File: src/rtl/readout_ctrl_pkg.sv
// ============================================================================
// Module      : readout_ctrl_pkg
// Description : Shared state encoding and constants for the capture readout
//               controller.
// Revision    : 1.0 - initial release
// ============================================================================
`default_nettype none

package readout_ctrl_pkg;

    localparam int c_fifo_width_default = 36;

    typedef enum logic [2:0] {
        ST_IDLE  = 3'd0,
        ST_ARM   = 3'd1,
        ST_FLUSH = 3'd2,
        ST_READ  = 3'd3,
        ST_DONE  = 3'd4
    } readout_state_e;

    function automatic int max_int(input int a, input int b);
        return (a > b) ? a : b;
    endfunction

endpackage

`default_nettype wire

File: src/rtl/cycle_counter.sv
// ============================================================================
// Module      : cycle_counter
// Description : Loadable down-counter with terminal-count flag (count == 0).
// Revision    : 1.0 - initial release
// ============================================================================
`default_nettype none

module cycle_counter #(
    parameter int WIDTH = 16
) (
    input  logic             clk,
    input  logic             rst,
    input  logic             i_load,
    input  logic [WIDTH-1:0] i_load_value,
    input  logic             i_enable,
    output logic             o_tc
);

    logic [WIDTH-1:0] r_count;

    // Load has priority; the count saturates at zero.
    always_ff @(posedge clk) begin
        if (rst) begin
            r_count <= '0;
        end else if (i_load) begin
            r_count <= i_load_value;
        end else if (i_enable && (r_count != '0)) begin
            r_count <= r_count - 1'b1;
        end
    end

    assign o_tc = (r_count == '0);

endmodule

`default_nettype wire

File: src/rtl/capture_readout_ctrl.sv
// ============================================================================
// Module      : capture_readout_ctrl
// Description : Starts a capture, waits for the capture FIFO flush, then reads
//               a requested number of words out to a ready/valid consumer.
//               Optional idle-read timeout enabled by READOUT_TIMEOUT_EN.
// Revision    : 1.0 - initial release
// ============================================================================
`default_nettype none

module capture_readout_ctrl
    import readout_ctrl_pkg::*;
#(
    parameter int FIFO_WIDTH     = c_fifo_width_default,
    parameter int NWORDS_WIDTH   = 10,
    parameter int FLUSH_CYCLES   = 16,
    parameter int TIMEOUT_CYCLES = 65535
) (
    input  logic                    clk,
    input  logic                    rst,
    input  logic                    cmd_start,
    input  logic                    cmd_abort,
    input  logic [NWORDS_WIDTH-1:0] cmd_nwords,
    output logic                    start_pulse,
    input  logic                    fifo_empty,
    output logic                    fifo_rd_en,
    input  logic [FIFO_WIDTH-1:0]   fifo_q,
    output logic [FIFO_WIDTH-1:0]   dout,
    output logic                    dout_valid,
    input  logic                    dout_ready,
    output logic                    busy,
    output logic                    done,
    output logic                    timeout,
    output logic [NWORDS_WIDTH-1:0] word_count
);

`ifdef READOUT_TIMEOUT_EN
    localparam int c_cnt_w = $clog2(max_int(FLUSH_CYCLES, TIMEOUT_CYCLES) + 1);
    localparam logic [c_cnt_w-1:0] c_timeout_load = c_cnt_w'(TIMEOUT_CYCLES - 1);
`else
    localparam int c_cnt_w = $clog2(FLUSH_CYCLES + 1);
`endif
    localparam logic [c_cnt_w-1:0] c_flush_load = c_cnt_w'(FLUSH_CYCLES - 1);

    if ((FLUSH_CYCLES < 1) || (TIMEOUT_CYCLES < 1)) begin : g_param_check
        $error("FLUSH_CYCLES and TIMEOUT_CYCLES must be at least 1");
    end

    readout_state_e              r_state;
    logic [NWORDS_WIDTH-1:0]     r_nwords;
    logic [NWORDS_WIDTH-1:0]     r_rd_issued;
    logic [NWORDS_WIDTH-1:0]     r_word_count;
    logic                        r_rd_pending;
    logic [FIFO_WIDTH-1:0]       r_dout;
    logic                        r_dout_valid;
    logic                        r_start_pulse;
    logic                        r_busy;
    logic                        r_done;
    logic                        r_timeout;

    logic                        w_rd_en;
    logic                        w_handshake;
    logic                        w_timeout_hit;
    logic                        w_cnt_load;
    logic [c_cnt_w-1:0]          w_cnt_load_value;
    logic                        w_cnt_enable;
    logic                        w_cnt_tc;

    // Read only when the output slot will be free by the time the word lands.
    assign w_rd_en = (r_state == ST_READ) && !cmd_abort && !fifo_empty &&
                     !r_rd_pending && (!r_dout_valid || dout_ready) &&
                     (r_rd_issued < r_nwords);

    assign w_handshake = r_dout_valid && dout_ready;

    always_comb begin
        w_cnt_load       = 1'b0;
        w_cnt_load_value = c_flush_load;
        w_cnt_enable     = 1'b0;
        w_timeout_hit    = 1'b0;
        if (r_state == ST_ARM) begin
            w_cnt_load = 1'b1;
        end else if (r_state == ST_FLUSH) begin
            w_cnt_enable = 1'b1;
        end
`ifdef READOUT_TIMEOUT_EN
        // The same counter is reused as the idle-read watchdog once in READ.
        if ((r_state == ST_FLUSH) && w_cnt_tc) begin
            w_cnt_load       = 1'b1;
            w_cnt_load_value = c_timeout_load;
        end else if (r_state == ST_READ) begin
            if (w_rd_en) begin
                w_cnt_load       = 1'b1;
                w_cnt_load_value = c_timeout_load;
            end else begin
                w_cnt_enable = 1'b1;
            end
        end
        w_timeout_hit = (r_state == ST_READ) && !w_rd_en && w_cnt_tc;
`endif
    end

    cycle_counter #(
        .WIDTH (c_cnt_w)
    ) u_cycle_counter (
        .clk          (clk),
        .rst          (rst),
        .i_load       (w_cnt_load),
        .i_load_value (w_cnt_load_value),
        .i_enable     (w_cnt_enable),
        .o_tc         (w_cnt_tc)
    );

    always_ff @(posedge clk) begin
        if (rst) begin
            r_state       <= ST_IDLE;
            r_nwords      <= '0;
            r_rd_issued   <= '0;
            r_word_count  <= '0;
            r_rd_pending  <= 1'b0;
            r_dout        <= '0;
            r_dout_valid  <= 1'b0;
            r_start_pulse <= 1'b0;
            r_busy        <= 1'b0;
            r_done        <= 1'b0;
            r_timeout     <= 1'b0;
        end else begin
            r_start_pulse <= 1'b0;
            r_done        <= 1'b0;
            r_timeout     <= 1'b0;
            if (cmd_abort && (r_state != ST_IDLE)) begin
                r_state      <= ST_IDLE;
                r_busy       <= 1'b0;
                r_dout_valid <= 1'b0;
                r_rd_pending <= 1'b0;
            end else begin
                case (r_state)
                    ST_IDLE: begin
                        if (cmd_start && !cmd_abort) begin
                            r_state       <= ST_ARM;
                            r_busy        <= 1'b1;
                            r_start_pulse <= 1'b1;
                            r_nwords      <= cmd_nwords;
                            r_rd_issued   <= '0;
                            r_word_count  <= '0;
                        end
                    end
                    ST_ARM: begin
                        r_state <= ST_FLUSH;
                    end
                    ST_FLUSH: begin
                        if (w_cnt_tc) begin
                            if (r_nwords == '0) begin
                                r_state <= ST_DONE;
                                r_done  <= 1'b1;
                            end else begin
                                r_state <= ST_READ;
                            end
                        end
                    end
                    ST_READ: begin
                        r_rd_pending <= w_rd_en;
                        if (w_rd_en) begin
                            r_rd_issued <= r_rd_issued + 1'b1;
                        end
                        // fifo_q is valid the cycle after the read strobe.
                        if (r_rd_pending) begin
                            r_dout       <= fifo_q;
                            r_dout_valid <= 1'b1;
                        end else if (w_handshake) begin
                            r_dout_valid <= 1'b0;
                        end
                        if (w_handshake) begin
                            r_word_count <= r_word_count + 1'b1;
                        end
                        if ((r_word_count == r_nwords) && !r_dout_valid) begin
                            r_state <= ST_DONE;
                            r_done  <= 1'b1;
                        end else if (w_timeout_hit) begin
                            r_state      <= ST_IDLE;
                            r_busy       <= 1'b0;
                            r_timeout    <= 1'b1;
                            r_dout_valid <= 1'b0;
                            r_rd_pending <= 1'b0;
                        end
                    end
                    ST_DONE: begin
                        r_state <= ST_IDLE;
                        r_busy  <= 1'b0;
                    end
                    default: begin
                        r_state <= ST_IDLE;
                        r_busy  <= 1'b0;
                    end
                endcase
            end
        end
    end

    assign start_pulse = r_start_pulse;
    assign fifo_rd_en  = w_rd_en;
    assign dout        = r_dout;
    assign dout_valid  = r_dout_valid;
    assign busy        = r_busy;
    assign done        = r_done;
    assign timeout     = r_timeout;
    assign word_count  = r_word_count;

endmodule

`default_nettype wire

File: config.mk
export PLATFORM = sky130hd
export DESIGN_NAME = capture_readout_ctrl
export DESIGN_NICKNAME = d
export VERILOG_FILES = /design/src/rtl/readout_ctrl_pkg.sv /design/src/rtl/cycle_counter.sv /design/src/rtl/capture_readout_ctrl.sv
export SDC_FILE = /design/constraint.sdc
export NUM_CORES = 1
export LEC_CHECK = 0
export ABC_AREA = 1
export CELL_PAD_IN_SITES_DETAIL_PLACEMENT = 1
export CELL_PAD_IN_SITES_GLOBAL_PLACEMENT = 1
export CORE_MARGIN = 2
export CORE_UTILIZATION = 31
export CTS_CLUSTER_DIAMETER = 40
export DETAILED_ROUTE_END_ITERATION = 16
export GPL_TIMING_DRIVEN = 0
export HOLD_SLACK_MARGIN = 0.05
export PLACE_DENSITY = 0.81
export REMOVE_ABC_BUFFERS = 1
export SYNTH_ARGS = -nofsm -noshare
export SYNTH_HDL_FRONTEND = slang
export SYNTH_HIERARCHICAL = 1
export SYNTH_SLANG_ARGS = --single-unit
File: constraint.sdc
create_clock -name clk -period 1.6 [get_ports clk]
set_input_delay 0.32 -clock clk [delete_from_list [all_inputs] [get_ports clk]]
set_output_delay 0.32 -clock clk [all_outputs]
set_load 0.02 [all_outputs]
After elaboration in Yosys (flattened, before gate mapping)
Cells that the tools add are included.
Widths: inputs -> output; s select.
{ "word_totals": {"inputBits": 52, "romBits": 0, "regBits": 79, "n_memories": 0, "ram_bits": 0, "latch_bits": 0, "word_cells": 86} }
{ "op_classes": {"div_mod_pow": 0, "mul": 0, "n_addsub": 3, "n_shift": 0, "eq_ne": 9, "n_reduce_logical": 34, "muxes": 24, "n_lt_le_gt_ge": 1, "n_bitwise": 3} }
{ "op_table": {"columns": ["cell", "count"], "rows": [
  ["$pmux 10 s2", 2],
  ["$mux 10", 3],
  ["$add 10x1->10 const B", 2],
  ["$mux 3", 4],
  ["$pmux 3 s4", 1],
  ["$eq 10x10->1", 1],
  ["$logic_and 1x1->1", 10],
  ["$logic_not 10->1", 1],
  ["$lt 10x10->1", 1],
  ["$mux 1", 10],
  ["$reduce_and 3->1", 3],
  ["$mux 4", 2],
  ["$reduce_and 4->1", 2],
  ["$eq 3x2->1 const B", 2],
  ["$ne 2x2->1 const B", 3],
  ["$reduce_bool 2->1", 3],
  ["$reduce_or 3->1", 2],
  ["$logic_not 5->1", 1],
  ["$reduce_bool 5->1", 1],
  ["$sub 5x1->5 const B", 1],
  ["$logic_not 1->1", 4],
  ["$ne 2x1->1 const B", 2],
  ["$pmux 1 s2", 2],
  ["$reduce_and 2->1", 2],
  ["other kinds (6)", 9]
]} }

Longest topological paths before layout
Gate-level depths: netlist of the first run.
{ "depth": {"depth_word": 8, "ltp_mapped": 13} }

Modules after synthesis
Netlist of the first run, hierarchy kept.
{ "by_module_without_submodules": {"columns": ["module", "seq_area_each_um2", "area_each_um2", "n_inst", "cells_each"], "rows": [
  ["capture_readout_ctrl", 1481.4, 3589.7, 1, 516],
  ["cycle_counter", 100.1, 347.8, 1, 58]
]} }

Worst setup path after synthesis of the first run
OpenSTA, ideal clock, no wires.
{ "synth_timing": {"kind": "reg2reg", "from": "reg r_nwords[5]", "to": "reg r_rd_issued[0]", "synth_period_minus_slack_ns": 1.585, "required_time_ns": 1.485, "setup_time_ns": 0.115, "stages_incl_launch_ff": 14, "t_arrival_ns": 1.470, "path_buffers": 1, "path_slack_ns": 0.015, "path_cell_list": "dfxtp_1 inv_1 ha_1 nand2_1 inv_1 a21oi_1 nand2_1 nand2_1 nand2_1 nand2_2 buf_6 nand3_1 nand2_1 nor2_1"} }
{ "synth_between": {"elab_chain_len": 4} }
{ "synth_rtl": {"columns": ["element", "line_no", "source"], "rows": [
  ["start: declaration", "capture_readout_ctrl.sv:49", "logic [NWORDS_WIDTH-1:0] r_nwords;"],
  ["start signal: assignment", "capture_readout_ctrl.sv:142", "r_nwords <= cmd_nwords;"],
  ["$lt 10x10->1", "capture_readout_ctrl.sv:71", "(r_rd_issued < r_nwords);"],
  ["$logic_and 1x1->1", "capture_readout_ctrl.sv:70", "!r_rd_pending && (!r_dout_valid || dout_ready) &&"],
  ["$ne 2x2->1 (no line)", null, null],
  ["$reduce_and 4->1 (no line)", null, null],
  ["end signal: assignment", "capture_readout_ctrl.sv:163", "r_rd_issued <= r_rd_issued + 1'b1;"],
  ["end: declaration", "capture_readout_ctrl.sv:50", "logic [NWORDS_WIDTH-1:0] r_rd_issued;"]
]} }
Every way passes these cells.
A chain may end at the register's enable or synchronous reset.

Worst setup path after layout of the first run
{ "layout_timing": {"from": "reg r_rd_pending", "to": "out fifo_rd_en"} }
{ "layout_between": {"elab_chain_len": 4} }
{ "layout_rtl": {"columns": ["element", "line_no", "source"], "rows": [
  ["start: declaration", "capture_readout_ctrl.sv:52", "logic r_rd_pending;"],
  ["start signal: assignment", "capture_readout_ctrl.sv:161", "r_rd_pending <= w_rd_en;"],
  ["$logic_not 1->1", "capture_readout_ctrl.sv:70", null],
  ["$logic_and 1x1->1", "capture_readout_ctrl.sv:69", "assign w_rd_en = (r_state == ST_READ) && !cmd_abort && !fifo_empty &&"],
  ["$logic_and 1x1->1 (2 in series)", "capture_readout_ctrl.sv:70", null],
  ["end: declaration", "capture_readout_ctrl.sv:25", "output logic fifo_rd_en,"]
]} }
Every way passes these cells.

==> run metrics, run 1 <==
later-pin clock latency in the skew report 340 ps; Buf/Inv on CP 2; Layout area overhead 55.26%; cell count after synthesis about 570; Critical Path, Cell by Cell nor2_1, nand2_1, nor2_1, nand2_1, nor2_2, nand2_4, inv_2, buf_6; share of synthesized area occupied by flip-flops and latches 0.4017; cts hold-fix bufs 0; average via count per standard cell between 4 and 5; post-layout net count 782; effective utilization at floorplan 0.3146; number of placed cells counting well taps 831; Synth cell types 30; final-report hold violation count 0; CTS H-tree lvls 3; Rows 41; # port buffers 102; Req. time, crit path roughly 1300 ps; most common cell after layout, fill and taps aside nand2_1; buffer levels on the longest clock path 2; Layout Cells excl Fill 894; Total Die Area roughly 0.014 sq mm; CP Capture Type output port; TritonCTS clock tree done; post-synthesis instance area 0.003938 sq mm; leakage 0.002642 uW; antenna violation net count after detailed routing 0; arrival time worst endpoint roughly 1700 ps; final worst-path cycle share 1.240; actual slew at the worst max-slew pin 684.8 ps; result of the run complete, but fails checks; post-DR wirelength/cell approximately 18 um; max cap viols 0; CP delay by family, top simple AND/OR/NAND/NOR gates; Sinks on Clock Net 79; RSZ-0062 raised after global routing true; fraction of synthesis flops using an asynchronous set or reset pin 0; FMAX 0.5040 GHz; Sum Neg Setup Slack -2506 ps; worst hold slack across all endpoints approximately 440 ps; estimated wirelength of the detail-placed design 8400 um; startpoint type of the worst setup path flip-flop; DRC violation total after the first TritonRoute iteration 192; remaining global-route overflow 0; cell at the slowest stage of the critical path dfxtp_2; Vert. Die Dim 116.7 um; number of synthesized register bits 79; number of antenna violations at the first check in global routing 0; commonest non-fill, non-tap cells in the layout nand2_1, inv_1, a21oi_1; path class of the lowest-slack min-delay path flip-flop to flip-flop; number of I/O pins about 100; first-pass GRT wire length 22,850 um; Final Max Tran Viols 0; failing checks setup timing; maximum ir drop on the vdd rail about 0.64 mV; clk_skew between 4 and 5 ps; die span in x 116.7 um; number of iterations in the first detailed-routing pass 4; highest cell delay on the worst timing path about 460 ps; min setup slack post-route -384.2 ps; number of clock buffers inserted by TritonCTS 9; Setup WS pre-CTS -1451 ps; Placeable Area roughly 0.013 sq mm; Diodes inserted 0; post-synthesis area per instance 6.860 sq um; Worst Setup Path Type flip-flop to output port; cell chosen for the clock root clkbuf_16; maximum number of pins on one net before global-route repair 22; Routed WL 15,720 um; worst relative slew slack 0.5435; count of yosys warnings during synthesis 6; DRC errors left 0; Crit Path Max Fanout 10; routability cong. roughly 0.82; number of fillers in the final layout 1,589; number of synthesized flops with an enable pin 0; via count of the first global-routing pass between 4,000 and 5,000; total power after layout 8056 uW; via total after detailed routing 4,398; Synth Flop Type dfxtp_1; share of cells above drive strength 1 0.2161; PD cells 1318 mW/mm^2; global-route usage over all layers 0.2172; final setup violation count 17; clock transition at the register clock pins on the worst setup and hold paths after CTS about 60 ps; Period minus WS final 1984 ps
## flip-flops by register name (all words and copies together) (netlist names)
register,flops
busy,1
done,1
dout,36
dout_valid,1
r_nwords,10
r_rd_issued,10
r_rd_pending,1
r_state,3
start_pulse,1
u_cycle_counter/r_count,5
word_count,10
## layer usage
layer / vias up / GRT usage / part of all wire
met5: - / 0 / 0
met4: 0 / 0.06745 / 0.021
met3: 25 / 0.07421 / 0.055
met2: 113 / 0.4046 / 0.53
met1: 2139 / 0.2294 / 0.39
li1: 2121 / - / -
## layout make-up
cell class | count | area, sq um | area share
multi-input combinational | 389 | 2338 | 0.3825
sequential | 79 | 1617 | 0.2644
timing repair buffer | 138 | 1270 | 0.2077
inverter | 98 | 384.1 | 0.06283
clock buffer | 12 | 246.5 | 0.04032
tap | 172 | 215.2 | 0.03520
timing repair inverter | 3 | 22.52 | 0.003684
clock inverter | 3 | 20.02 | 0.003275
## cells in the mapped netlist, drive strengths merged, types with 2 or more instances
cell    instances  share of area
ha             12          0.038
xnor2           2         0.0044
inv            98          0.093
xor2            5          0.011
nand2         104           0.11
nand4           8          0.013
nor3           10          0.015
clkbuf         16          0.015
buf             5         0.0092
a21oi          69          0.088
nor3b           3         0.0057
nand3          30          0.042
dfxtp          79           0.40
conb            2         0.0019
nor2           69          0.075
or2             2         0.0032
o21ai          58          0.074
## cell families (layout without fill, tap and decap cells)
family | after synthesis | in the layout | synth area share
simple gates | 226 | 235 | 0.2599
buf+inv | 119 | 254 | 0.1179
other cells | 2 | 6 | 0.001907
compound gates | 129 | 129 | 0.1649
fa+ha+maj | 12 | 12 | 0.03813
xor+xnor | 7 | 7 | 0.01557
flops | 79 | 79 | 0.4017
## report_power, final
group | internal (uW) | total (uW) | switching [uW]
clock network | 1080 | 1910 | 827
logic | 1450 | 3770 | 2320
registers | 2170 | 2370 | 208
## path summary, 6_finish.rpt
kind                start              to  slack [ps]  cells past startpoint
max reg2reg  r_rd_pending  r_rd_issued[4]        -220                     11
min reg2reg       dout[4]         dout[4]         440                      2
min               dout[4]         dout[4]         440                      2
max          r_rd_pending      fifo_rd_en        -380                      8
## metrics by stage
stage	utilization	area (sq um)
4_1_cts	0.4574	5725
6_report	0.4884	6113
3_5_place_dp	0.4068	5092
5_1_grt	0.4884	6113
2_1_floorplan	-	3856
3_3_place_gp	0.4068	5092
## what timing repair did
item,4_1_cts,5_1_grt
pin swaps,20,22
setup buffers,15,22
gates cloned,7,5
endpoints found under the setup margin,119,68
gates resized for setup,124,75
## worst min-delay path, delay by kind of cell, from the launching register on
kind,cells,cell delay [ps]
DFF,1,310
AOI/OAI and AO/OA,1,50
buffers and inverters,1,40
Note: power is estimated with default switching activity, not from simulation.
==> run 2, diff against run 1 <==
--- a/config.mk
+++ b/config.mk
@@ -5,7 +5,6 @@
 export SDC_FILE = /design/constraint.sdc
 export NUM_CORES = 1
 export LEC_CHECK = 0
-export ABC_AREA = 1
 export CELL_PAD_IN_SITES_DETAIL_PLACEMENT = 1
 export CELL_PAD_IN_SITES_GLOBAL_PLACEMENT = 1
 export CORE_MARGIN = 2
@@ -14,7 +13,7 @@
 export DETAILED_ROUTE_END_ITERATION = 16
 export GPL_TIMING_DRIVEN = 0
 export HOLD_SLACK_MARGIN = 0.05
-export PLACE_DENSITY = 0.81
+export PLACE_DENSITY = 0.79
 export REMOVE_ABC_BUFFERS = 1
 export SYNTH_ARGS = -nofsm -noshare
 export SYNTH_HDL_FRONTEND = slang
==> run metrics, run 2 <==
most common cell in the netlist nand2_1; Synth Flop Type dfxtp_1; CP delay by family, top flip-flops; Req. time, crit path 1280 ps (about the same); Sinks on Clock Net 79 (unchanged); post-layout net count 669 (-14%); number of flip-flops under the largest register name 36 (unchanged); share of Yosys cell area claimed by the top area cell type 0.4324 (+0.03078); capture instance of the worst register-to-register path r_rd_issued[1]; DRC violation total after the first TritonRoute iteration 150 (-22%); via count of the first global-routing pass 4,210 (-11%); Rows 39 (-4.9%); fraction of synthesis flops using an asynchronous set or reset pin 0 (unchanged); clock transition at the register clock pins on the worst setup and hold paths after CTS 60 ps (about the same); post-synthesis area per instance 8.293 sq um (+21%); worst r2r path cells 10 (-1); buffer levels on the longest clock path 2 (unchanged); number of clock buffers inserted by TritonCTS 9 (unchanged); PD cells 947.5 mW/mm^2 (-28%); arrival time worst endpoint 1710 ps (+50 ps); most common cell after layout, fill and taps aside nand2_1; # port buffers 102 (unchanged); leakage 0.002558 uW (-3.2%); number of iterations in the first detailed-routing pass 4 (unchanged); cell count after synthesis 441 (-23%); CTS H-tree lvls 3 (unchanged); clk_skew 8.601 ps (+4.568 ps); Vert. Die Dim 112.6 um (-3.5%); final setup violation count 65 (+48); cell taking the most area after synthesis dfxtp_1; final worst-path cycle share 1.269 (+0.02879); effective utilization at floorplan 0.3189 (+0.004357); Crit Path Max Fanout 3 (-7); number of antenna violations at the first check in global routing 0 (unchanged); Layout Cells excl Fill 752 (-16%); Synth cell types 58 (+93%); final-report hold violation count 0 (unchanged); worst relative slew slack 0.5715 (+0.02802); later-pin clock latency in the skew report 340 ps (about the same); share of cells above drive strength 1 0.3350 (+0.1189); number of synthesized flops with an enable pin 0 (unchanged); maximum number of pins on one net before global-route repair 44 (+100%); number of synthesized register bits 79 (unchanged); share of synthesized area occupied by flip-flops and latches 0.4324 (+0.03078); number of stages on the worst hold path 2 (unchanged); highest cell delay on the worst timing path 370 ps (-90 ps); RSZ-0062 raised after global routing true; post-synthesis instance area 0.003657 sq mm (-7.1%); startpoint of the most critical hold path dout[20]; cell chosen for the clock root clkbuf_16; Post-synth top cells nand2_1, dfxtp_1, a21oi_1; maximum ir drop on the vdd rail 0.7362 mV (+14%); Min-Delay Endpoint dout[20]; die span in x 112.6 um (-3.5%); count of yosys warnings during synthesis 6 (unchanged); startpoint of the lowest-slack register-to-register path r_nwords[5]; top cells by area, synth dfxtp_1, nand2_1, a21oi_1; Final Max Tran Viols 0 (unchanged); min setup slack post-route -430.3 ps (-46.07 ps); Buf/Inv on CP 2 (unchanged); max cap viols 0 (unchanged); first-pass GRT wire length 21,910 um (-4.1%); Routed WL 15,790 um (+0.44%); Critical Path, Cell by Cell inv_4, ha_4, nand4_1, o221ai_4, a21oi_4, buf_6; FMAX 0.4925 GHz (-2.3%); cell at the slowest stage of the critical path dfxtp_4; Total Die Area 0.01268 sq mm (-6.9%); routability cong. 0.7894 (-4.1%); remaining global-route overflow 0 (unchanged); DRC errors left 0 (unchanged); Sum Neg Setup Slack -9817 ps (-7311 ps); TritonCTS clock tree done; Placeable Area 0.01147 sq mm (-8.4%); Layout area overhead 70.51%; Worst R2R Setup Slack -420 ps (-200 ps); path class of the lowest-slack min-delay path flip-flop to flip-flop; global-route usage over all layers 0.2217 (+0.004499); number of placed cells counting well taps 666 (-20%); post-DR wirelength/cell 21.00 um (+19%); Period minus WS final 2030 ps (+46.07 ps); number of fillers in the final layout 1,265 (-20%); antenna violation net count after detailed routing 0 (unchanged); via total after detailed routing 4,039 (-8.2%); startpoint type of the worst setup path flip-flop; number of I/O pins 104 (unchanged); average via count per standard cell 5.371 (+9.2%); Diodes inserted 0 (unchanged); actual slew at the worst max-slew pin 642.8 ps (-42.03 ps); final cell utilization of the core 0.5438 (+0.05540); Critical Path Start r_nwords[5]; CP Capture Type output port; Worst Setup Path Type flip-flop to output port; failing checks setup timing; result of the run complete, but fails checks; cts hold-fix bufs 0 (unchanged); commonest non-fill, non-tap cells in the layout nand2_1, dfxtp_1, dlygate4sd2_1; estimated wirelength of the detail-placed design 7931 um (-5.6%)
## run 2: tightest hold or removal path: cells and delay by family, from the launching register on
kind	cells	cell delay, ps
compound gates	1	50
simple gates	1	50
flops	1	310
## run 2: cell type report
cell class	instances	area (sq um)	share of cell area
Clock inverter	5	106.4	0.01705
Clock buffer	10	239.0	0.03832
Sequential cell	79	1637	0.2624
Multi-Input combinational cell	333	2481	0.3979
Tap cell	143	178.9	0.02869
Timing Repair Buffer	166	1526	0.2448
Inverter	16	67.56	0.01083
## run 2: cell families (layout without fill, tap and decap cells)
kind of cell	after synthesis	after routing	share of synthesized area
AO/OA/AOI/OAI	99	106	0.1820
flip-flops	79	79	0.4324
adder cells (fa/ha/maj)	12	12	0.04105
AND/OR/NAND/NOR	187	188	0.2337
multiplexers	2	2	0.005474
buffers and inverters	41	197	0.05782
other	2	6	0.002053
XOR/XNOR	19	19	0.04550
## run 2: metrics by stage
stage	total power, uW	setup WS, ps	hold WS, ps	area (sq um)
floorplan	2494	-434.3	388.9	3521
global placement	2767	-1752	441.4	4721
detailed placement	2804	-1477	449.5	4736
CTS	5643	-370.6	450.1	5814
global route	6108	-470.6	474.8	6236
finish	5908	-430.3	456.1	6236
## run 2: timing repair
action / 4_1_cts / 5_1_grt
buffers inserted: 45 / 16
cloned: 4 / 6
resized for setup: 165 / 64
endpoints found under the setup margin: 128 / 68
pin swaps: 38 / 31
## run 2: metal layers
| metal | wire length, um | up-vias | share of wire | GRT usage |
|---|---|---|---|---|
| met4 | 652 | 0 | 0.041 | 0.09593 |
| li1 | - | 1854 | - | - |
| met1 | 5914 | 1980 | 0.37 | 0.2307 |
| met2 | 8127 | 153 | 0.51 | 0.4024 |
| met5 | 0 | - | 0 | 0 |
| met3 | 1097 | 52 | 0.069 | 0.07667 |
## run 2: worst max path at each step
stage | slack [ps] | depth (start not counted) | endpoint
4_1_cts | -370 | 6 | fifo_rd_en
5_1_grt | -470 | 10 | r_rd_issued[1]
2_1_floorplan | -430 | 7 | r_rd_issued[9]
3_5_place_dp | -1480 | 5 | fifo_rd_en
3_3_place_gp | -1750 | 3 | word_count[9]
6_report | -430 | 6 | fifo_rd_en
## run 2: where the power goes
part | internal, uW | switching [uW] | total [uW]
clock | 1560 | 837 | 2400
sequential | 2020 | 68.3 | 2090
combinational | 703 | 717 | 1420
total | 4290 | 1620 | 5910
==> run 3, diff against run 2 <==
--- a/config.mk
+++ b/config.mk
@@ -7,12 +7,11 @@
 export LEC_CHECK = 0
 export CELL_PAD_IN_SITES_DETAIL_PLACEMENT = 1
 export CELL_PAD_IN_SITES_GLOBAL_PLACEMENT = 1
-export CORE_MARGIN = 2
+export CORE_MARGIN = 3
 export CORE_UTILIZATION = 31
 export CTS_CLUSTER_DIAMETER = 40
 export DETAILED_ROUTE_END_ITERATION = 16
 export GPL_TIMING_DRIVEN = 0
-export HOLD_SLACK_MARGIN = 0.05
 export PLACE_DENSITY = 0.79
 export REMOVE_ABC_BUFFERS = 1
 export SYNTH_ARGS = -nofsm -noshare
==> run metrics, run 3 (synthesis gave the netlist of run 2 again) <==
result of the run complete, but fails checks; failing checks setup timing; Rows 39 (unchanged); number of fillers in the final layout 1,258 (-0.55%); RSZ-0062 raised after global routing true; CP Capture Type output port; number of flip-flops under the largest register name 36 (unchanged); via count of the first global-routing pass 4,178 (-0.76%); Vert. Die Dim 114.6 um (+1.8%); share of cells above drive strength 1 0.3535 (+0.01856); Critical Path, Cell by Cell inv_1, ha_1, nand2_2, nor2_1, a21oi_4, buf_6; effective utilization at floorplan 0.3189 (unchanged); Placeable Area 0.01147 sq mm (unchanged); post-layout net count 653 (-2.4%); Diodes inserted 0 (unchanged); post-DR wirelength/cell 21.29 um (+1.4%); FMAX 0.4741 GHz (-3.8%); PD cells 891.9 mW/mm^2 (-5.9%); number of iterations in the first detailed-routing pass 4 (unchanged); Period minus WS final 2109 ps (+79.13 ps); number of antenna violations at the first check in global routing 0 (unchanged); DRC violation total after the first TritonRoute iteration 154 (+2.7%); clk_skew 10.79 ps (+2.188 ps); # port buffers 102 (unchanged); number of I/O pins 104 (unchanged); area used by multi-input combinational logic 0.002559 sq mm (+3.1%); cell chosen for the clock root clkbuf_16; maximum ir drop on the vdd rail 0.9608 mV (+31%); Sinks on Clock Net 79 (unchanged); clock transition at the register clock pins on the worst setup and hold paths after CTS 60 ps (about the same); worst relative slew slack 0.3877 (-0.1837); most common cell after layout, fill and taps aside nand2_1; average via count per standard cell 5.354 (-0.31%); global-route usage over all layers 0.2149 (-0.006793); final setup violation count 52 (-20%); later-pin clock latency in the skew report 350 ps (about the same); register cell area after layout 0.001638 sq mm (about the same); startpoint type of the worst setup path flip-flop; estimated wirelength of the detail-placed design 8036 um (+1.3%); Routed WL 15,690 um (-0.63%); leakage 0.002482 uW (-3.0%); first-pass GRT wire length 21,880 um (-0.16%); worst hold slack across all endpoints 457.6 ps (+1.515 ps); DRC errors left 0 (unchanged); buffer levels on the longest clock path 2 (unchanged); cell at the slowest stage of the critical path nor2_1; TritonCTS clock tree done; final-report hold violation count 0 (unchanged); final cell utilization of the core 0.5382 (-0.005565); CP delay by family, top simple AND/OR/NAND/NOR gates; Req. time, crit path 1280 ps (about the same); min setup slack post-route -509.4 ps (-79.13 ps); die span in x 114.6 um (+1.8%); Layout area overhead 68.76%; via total after detailed routing 3,946 (-2.3%); remaining global-route overflow 0 (unchanged); Crit Path Max Fanout 3 (unchanged); actual slew at the worst max-slew pin 918.4 ps (+275.6 ps); Buf/Inv on CP 2 (unchanged); commonest non-fill, non-tap cells in the layout nand2_1, dfxtp_1, dlygate4sd2_1; Final Max Tran Viols 0 (unchanged); final worst-path cycle share 1.318 (+0.04946); Worst Setup Path Type flip-flop to output port; Total Die Area 0.01314 sq mm (+3.6%); maximum number of pins on one net before global-route repair 37 (-16%); Sum Neg Setup Slack -7499 ps (+2317 ps); highest cell delay on the worst timing path 370 ps (about the same); CTS H-tree lvls 3 (unchanged); path class of the lowest-slack min-delay path flip-flop to flip-flop; antenna violation net count after detailed routing 0 (unchanged); arrival time worst endpoint 1790 ps (+80 ps); max cap viols 0 (unchanged); routability cong. 0.8045 (+1.9%); number of clock buffers inserted by TritonCTS 9 (unchanged)
## run 3: cell types whose count changed in the layout (fill, tap and decap cells not counted), moves of 5 or more
cell / before / now
buf_4: 45 / 32
a21oi_2: 14 / 33
nand2_2: 6 / 12
a21oi_1: 42 / 25
nand2_4: 2 / 7
nand2_1: 104 / 92
## run 3: area by class of cell
class	instances	area share
clock buffer	10	0.03710
clock inverter	6	0.01115
inverter	16	0.01095
multi-input combinational	330	0.4146
sequential	79	0.2654
tap	143	0.02899
timing repair buffer	153	0.2319
## run 3: tightest hold or removal path: cells and delay by family, from the launching register on
kind	cells	cell delay (ps)
DFF	1	310
and+or+nand+nor	1	50
AOI/OAI and AO/OA	1	50
## run 3: report_power, final
part           internal, uW  switching [uW]
Sequential             2020            69.4
Clock                  1220             904
Combinational           600             693
## run 3: worst paths after layout
check | slack [ps] | endpoint | from | cells past startpoint
setup / recovery | -510 | fifo_rd_en | r_nwords[8] | 6
hold / removal | 460 | dout[12] | dout[12] | 2
setup reg to reg | -460 | r_rd_issued[3] | r_nwords[8] | 9
hold reg to reg | 460 | dout[12] | dout[12] | 2
## run 3: timing repair
item | CTS | global route
gates resized for setup | 165 | 91
pin swaps | 39 | 49
setup buffers | 35 | 18
hold buffers | 0 | 0
gates cloned | 3 | 3
endpoints found under the setup margin | 128 | 70
## run 3: layer usage
metal	track usage	share of wire	up-vias
li1	-	-	1812
met1	0.2163	0.36	1932
met2	0.3721	0.52	152
met3	0.1089	0.083	50
met4	0.09264	0.037	0
met5	0	0	-
## run 3: per-stage QoR
stage	setup slack, ps	instances	area [sq um]	power, uW
final	-509.4	737	6172	5505
after global routing	-498.3	737	6172	5709
after CTS	-382.9	719	5687	5234
after detailed placement	-1478	666	4736	2797
after global placement	-1783	665	4721	2766
after floorplan	-434.3	420	3521	2494
